--- src/rtl/uart_frame_loader.sv ---
// uart_frame_loader: arms the UART receiver, parses a 4-byte little-endian
// header (width, height), then streams W*H pixel bytes into the frame-buffer
// write port at sequential addresses starting at 0.
//
// Build option: define FRAME_CHECKSUM_EN to require one trailing byte equal to
// the XOR of all header and pixel bytes; a mismatch raises o_Error.
//
// state  | meaning
// -------+---------------------------------------------------------------
// IDLE   | receiver disarmed, waiting for i_Start
// HDR    | collecting W[7:0], W[15:8], H[7:0], H[15:8]
// PIXELS | writing one pixel per received byte until index N-1
// CHECK  | (FRAME_CHECKSUM_EN) waiting for the trailing checksum byte
// FIN    | one-cycle o_Done, then back to IDLE
module uart_frame_loader #(
  parameter int ADDR_W     = 15,
  parameter int MAX_PIXELS = 19200
) (
  input  logic              i_Clock,
  input  logic              reset,
  input  logic              i_Start,
  output logic              o_Receive,
  input  logic              i_Rx_DV,
  input  logic [7:0]        i_Rx_Byte,
  output logic              o_Mem_We,
  output logic [ADDR_W-1:0] o_Mem_Addr,
  output logic [7:0]        o_Mem_Data,
  output logic [15:0]       o_Width,
  output logic [15:0]       o_Height,
  output logic              o_Busy,
  output logic              o_Done,
  output logic              o_Error
);

  localparam logic [2:0] S_IDLE   = 3'd0;
  localparam logic [2:0] S_HDR    = 3'd1;
  localparam logic [2:0] S_PIXELS = 3'd2;
`ifdef FRAME_CHECKSUM_EN
  localparam logic [2:0] S_CHECK  = 3'd3;
`endif
  localparam logic [2:0] S_FIN    = 3'd4;

  logic [2:0]        state_q, state_d;
  logic [1:0]        byte_cnt_q, byte_cnt_d;
  logic [15:0]       hdr_w_q, hdr_w_d;
  logic [7:0]        hdr_h_lo_q, hdr_h_lo_d;
  logic [31:0]       npix_q, npix_d;
  logic [ADDR_W-1:0] pix_idx_q, pix_idx_d;
  logic              we_q, we_d;
  logic [ADDR_W-1:0] addr_q, addr_d;
  logic [7:0]        data_q, data_d;
  logic              error_q, error_d;
  logic [15:0]       width_q, width_d;
  logic [15:0]       height_q, height_d;
  logic [7:0]        ck_q, ck_d;

  logic [15:0] h_full;
  logic [31:0] n_calc;
  logic        hdr_bad;
  logic        last_pix;

  // Header arithmetic on the 4th byte: full 32-bit product so oversize
  // frames can never alias into an accepted size.
  always_comb begin
    h_full   = {i_Rx_Byte, hdr_h_lo_q};
    n_calc   = {16'd0, hdr_w_q} * {16'd0, h_full};
    hdr_bad  = (hdr_w_q == 16'd0) || (h_full == 16'd0) ||
               (n_calc > $unsigned(MAX_PIXELS));
    last_pix = ({{(32-ADDR_W){1'b0}}, pix_idx_q} == (npix_q - 32'd1));
  end

  // Next-state and datapath logic for the whole loader.
  always_comb begin
    state_d    = state_q;
    byte_cnt_d = byte_cnt_q;
    hdr_w_d    = hdr_w_q;
    hdr_h_lo_d = hdr_h_lo_q;
    npix_d     = npix_q;
    pix_idx_d  = pix_idx_q;
    we_d       = 1'b0;
    addr_d     = addr_q;
    data_d     = data_q;
    error_d    = error_q;
    width_d    = width_q;
    height_d   = height_q;
    ck_d       = ck_q;

    case (state_q)
      S_IDLE: begin
        if (i_Start) begin
          state_d    = S_HDR;
          error_d    = 1'b0;
          byte_cnt_d = 2'd0;
          pix_idx_d  = '0;
          ck_d       = 8'd0;
        end
      end
      S_HDR: begin
        if (i_Rx_DV) begin
          ck_d       = ck_q ^ i_Rx_Byte;
          byte_cnt_d = byte_cnt_q + 2'd1;
          case (byte_cnt_q)
            2'd0: hdr_w_d[7:0]  = i_Rx_Byte;
            2'd1: hdr_w_d[15:8] = i_Rx_Byte;
            2'd2: hdr_h_lo_d    = i_Rx_Byte;
            default: begin
              width_d  = hdr_w_q;
              height_d = h_full;
              npix_d   = n_calc;
              if (hdr_bad) begin
                error_d = 1'b1;
                state_d = S_FIN;
              end else begin
                state_d = S_PIXELS;
              end
            end
          endcase
        end
      end
      S_PIXELS: begin
        if (i_Rx_DV) begin
          we_d      = 1'b1;
          addr_d    = pix_idx_q;
          data_d    = i_Rx_Byte;
          pix_idx_d = pix_idx_q + 1'b1;
          ck_d      = ck_q ^ i_Rx_Byte;
          if (last_pix) begin
`ifdef FRAME_CHECKSUM_EN
            state_d = S_CHECK;
`else
            state_d = S_FIN;
`endif
          end
        end
      end
`ifdef FRAME_CHECKSUM_EN
      S_CHECK: begin
        if (i_Rx_DV) begin
          if (i_Rx_Byte != ck_q) error_d = 1'b1;
          state_d = S_FIN;
        end
      end
`endif
      S_FIN:   state_d = S_IDLE;
      default: state_d = S_IDLE;
    endcase
  end

  // State and output registers; reset abandons any frame in progress.
  always_ff @(posedge i_Clock) begin
    if (reset) begin
      state_q    <= S_IDLE;
      byte_cnt_q <= 2'd0;
      hdr_w_q    <= 16'd0;
      hdr_h_lo_q <= 8'd0;
      npix_q     <= 32'd0;
      pix_idx_q  <= '0;
      we_q       <= 1'b0;
      addr_q     <= '0;
      data_q     <= 8'd0;
      error_q    <= 1'b0;
      width_q    <= 16'd0;
      height_q   <= 16'd0;
      ck_q       <= 8'd0;
    end else begin
      state_q    <= state_d;
      byte_cnt_q <= byte_cnt_d;
      hdr_w_q    <= hdr_w_d;
      hdr_h_lo_q <= hdr_h_lo_d;
      npix_q     <= npix_d;
      pix_idx_q  <= pix_idx_d;
      we_q       <= we_d;
      addr_q     <= addr_d;
      data_q     <= data_d;
      error_q    <= error_d;
      width_q    <= width_d;
      height_q   <= height_d;
      ck_q       <= ck_d;
    end
  end

  // Status outputs decode straight from the state register.
  always_comb begin
    o_Busy    = (state_q != S_IDLE);
    o_Done    = (state_q == S_FIN);
    o_Receive = (state_q == S_HDR) || (state_q == S_PIXELS)
`ifdef FRAME_CHECKSUM_EN
                || (state_q == S_CHECK)
`endif
                ;
  end

  assign o_Mem_We   = we_q;
  assign o_Mem_Addr = addr_q;
  assign o_Mem_Data = data_q;
  assign o_Width    = width_q;
  assign o_Height   = height_q;
  assign o_Error    = error_q;

endmodule
--- config.mk ---
export PLATFORM = sky130hd
export DESIGN_NAME = uart_frame_loader
export DESIGN_NICKNAME = d
export VERILOG_FILES = /design/src/rtl/uart_frame_loader.sv
export SDC_FILE = /design/constraint.sdc
export NUM_CORES = 1
export LEC_CHECK = 0
export CORE_MARGIN = 4
export CORE_UTILIZATION = 49
export CTS_CLUSTER_SIZE = 24
export DETAILED_ROUTE_END_ITERATION = 6
export GPL_ROUTABILITY_DRIVEN = 0
export PLACE_DENSITY = 0.65
export SYNTH_ARGS = -nofsm -noshare
export SYNTH_HDL_FRONTEND = slang
export SYNTH_SLANG_ARGS = --single-unit
export TNS_END_PERCENT = 20
--- constraint.sdc ---
create_clock -name i_Clock -period 9.85 [get_ports i_Clock]
set_input_delay 1.97 -clock i_Clock [delete_from_list [all_inputs] [get_ports i_Clock]]
set_output_delay 1.97 -clock i_Clock [all_outputs]
set_load 0.01 [all_outputs]
==> reports/metrics.csv <==
metric,value,unit
period_needed,8.963,ns
async_reset_ff_frac,0,
worstPathCellList,clkdlybuf4s50_1 > nand2_1 > fa_1 > inv_1 > fa_1 > fa_1 > fa_1 > fa_1 > inv_1 > fa_1 > inv_1 > ha_1 > nand2_1 > o41ai_1 > mux2i_1 > or4_1 > a2111oi_0 > and4b_1 > o311ai_1,
drt_iter0_markers,899,
p_leak,7.234,nW
cpMostUsedCell,fa_1,
core,0.02987,mm²
power.density,80.22,mW/mm²
synth_area,0.01493,mm²
initial_utilization,0.4998,
cts_setup_buffers,0,
grt_overflow,0,
cts_resized,0,
crit_path_max_fanout,22,
syn_inst,1841,
cp_slowest_stage_delay,1.21,ns
synthesis.nets,2157,
final_layout_size_suffix_gt1_frac,0.03649,
synth_edf_count,0,
setup_viol,0,
finClkSkew,0.009063,ns
cts_tree,built,
antenna_cells,0,
wl_per_cell,17.76,µm
dpl.hpwl,29470,µm
endpoint_kind,flop,
fmax,0.1116,GHz
slew_viol_final,0,
track_usage,0.2448,
fin_cells,2226,
antenna_left,0,
rsz0062_at_grt,false,
h-tree-depth,4,
grt_pass1_vias,12520,
cts_num_sinks,133,
synth-seq-cells,133,
clock_latency,0.43,ns
final_nets,2139,
vias,12430,
syn_to_final_growth,8.748,%
io_pins,72,
hp-class,reg2reg,
die_h,182.6,µm
final_hold_viol_count,0,
nFillCells,2910,
hold_ws,0.4528,ns
drc,0,
dieArea,0.03333,mm²
via_per_inst,5.582,
fp.dieW,182.6,µm
multi_input_area,0.01081,mm²
final.setup.tns,0,ns
clock-root-buffer,clkbuf_16,
startpoint_type,input pin,
syn_avg_cell_area,8.111,µm²
port_buffers,71,
cp.arrival,9.26,ns
synth.distinct_cells,71,
criticalPathCategory,in2reg,
ff_latch_area,0.002663,mm²
yosys_warnings,0,
cts_buffer_depth,2,
synthFlopType,dfxtp_1,
relSlewSlack,0.2475,
critPathRequiredTime,10.14,ns
drt_wl_total,39530,µm
grt_pass1_wl,65690,µm
ys_seq_area_frac,0.1783,
detail_route.first_pass.iterations,5,
grt_max_degree,69,
status,"complete, no violations",
crit_path_top_delay_cell,clkdlybuf4s50_1,
rows,63,
peakVddDrop,0.07388,mV
tightest_slew,1.125,ns
maxCapViolations,0,
cts.reportedPaths.clkPinSlew,0.07,ns
cts_hold_buf,0,
antenna_found_initial,0,
cts_inserted_buffers,17,
fin_crit_sh,0.9100,
place_inst,2194,
-- final timing paths --
path | depth (start not counted) | slack (ns) | endpoint | start
hold reg to reg | 2 | 0.45 | o_Mem_Addr[2]$_SDFFE_PP0P_ | o_Mem_Addr[2]$_SDFFE_PP0P_
setup / recovery | 19 | 0.89 | state_q[2]$_SDFFE_PP0P_ | i_Rx_Byte[1]
setup reg to reg | 18 | 2.53 | state_q[2]$_SDFFE_PP0P_ | hdr_h_lo_q[1]$_SDFFE_PP0P_
hold / removal | 2 | 0.45 | o_Mem_Addr[2]$_SDFFE_PP0P_ | o_Mem_Addr[2]$_SDFFE_PP0P_
-- area by class of cell --
cell class | count | share of cell area
multi-input combinational | 1348 | 0.6660
clock buffer | 17 | 0.02620
sequential | 133 | 0.1640
tap | 390 | 0.03005
inverter | 236 | 0.05455
timing repair buffer | 87 | 0.05101
clock inverter | 15 | 0.008245
-- sequential cells by signal (all words and copies together) (netlist names) --
name and flops:
o_Error 1, o_Width 16, byte_cnt_q 2, o_Height 16
hdr_w_q 16, npix_q 32, o_Mem_Data 8, state_q 3
hdr_h_lo_q 8, pix_idx_q 15, o_Mem_We 1, o_Mem_Addr 15
-- report_power, final --
| part | total, mW | switching [mW] | internal (mW) |
|---|---|---|---|
| sequential | 0.551 | 0.0111 | 0.540 |
| clock | 0.605 | 0.273 | 0.332 |
| combinational | 0.146 | 0.0955 | 0.0506 |
-- per-layer routing --
| layer | up-vias | GRT usage | share of wire |
|---|---|---|---|
| li1 | 5837 | - | - |
| met1 | 6074 | 0.3312 | 0.43 |
| met2 | 453 | 0.4116 | 0.48 |
| met3 | 61 | 0.03428 | 0.070 |
| met4 | 0 | 0.06965 | 0.021 |
| met5 | - | 0 | 0 |
-- logic make-up (layout without fill, tap and decap cells) --
logic type,Yosys count,in the layout,synth area share
and+or+nand+nor,707,707,0.2239
buffers and inverters,360,355,0.09846
xor gates and xnor gates,53,53,0.03109
AOI/OAI and AO/OA,273,273,0.1083
muxes,11,11,0.007625
DFF,133,133,0.1783
adders and majority gates,304,304,0.3523
-- worst max-delay path: cells and delay by family --
family / cells / cell delay [ns]
buffers and inverters: 4 / 1.35
muxes: 1 / 0.15
AOI/OAI and AO/OA: 3 / 1.18
adders and majority gates: 7 / 3.45
and+or+nand+nor: 4 / 1.13
-- per-stage QoR --
| step | utilization | power, mW | setup WS, ns | instance area [µm²] |
|---|---|---|---|---|
| CTS | 0.5435 | 1.313 | 0.9730 | 16240 |
| global placement | 0.5248 | 0.7061 | 0.6833 | 15680 |
| global route | 0.5435 | 1.356 | 0.5028 | 16240 |
| detailed placement | 0.5248 | 0.7073 | 0.5429 | 15680 |
| finish | 0.5435 | 1.303 | 0.8869 | 16240 |
| floorplan | - | 0.6567 | 1.879 | 14930 |
-- cell usage in the layout (no fill, tap or decap), types with 6 or more instances in the layout --
master             n
nand3_1           43
a31oi_1            8
and2_1           123
a21oi_1          153
xor2_1            26
a21o_1            14
ha_1             110
clkdlybuf4s50_1   70
o21ai_0           31
o21a_1             6
nand2_1          358
dfxtp_1          133
xnor2_1           27
fa_1             194
nor3_1            20
nor4_1            11
and3_1             7
buf_4             17
or3_1              9
nor2_1            75
inv_6              6
nor2b_1            6
a211oi_1           6
nand4_1           14
inv_1            236
clkbuf_16         17
nand2b_1          10
mux2i_1            8
-- Yosys cell counts (3+ instances only) --
master     count  share of area
nand2_1      359          0.090
inv_1        236          0.059
fa_1         194           0.26
a21oi_1      153          0.051
dfxtp_1      133           0.18
and2_1       124          0.052
clkbuf_1     111          0.028
ha_1         110          0.092
nor2_1        75          0.019
nand3_1       43          0.014
o21ai_0       31          0.010
xnor2_1       27          0.016
xor2_1        26          0.015
nor3_1        21         0.0070
a21o_1        14         0.0070
nand4_1       14         0.0059
nor4_1        11         0.0046
nand2b_1      10         0.0042
or3_1          9         0.0038
a31oi_1        8         0.0034
mux2i_1        8         0.0054
and3_1         7         0.0029
a211oi_1       6         0.0030
buf_1          6         0.0015
nor2b_1        6         0.0025
o21a_1         6         0.0030
o2111ai_1      5         0.0029
o31ai_1        5         0.0025
or4_1          5         0.0025
bufbuf_16      4         0.0087
nor3b_1        4         0.0020
o21bai_1       4         0.0020
o22ai_1        4         0.0017
a21boi_0       3         0.0015
a22oi_1        3         0.0015
a311oi_1       3         0.0018
buf_2          3         0.0010
mux2_2         3         0.0023
Power figures use the tool's default switching activity.
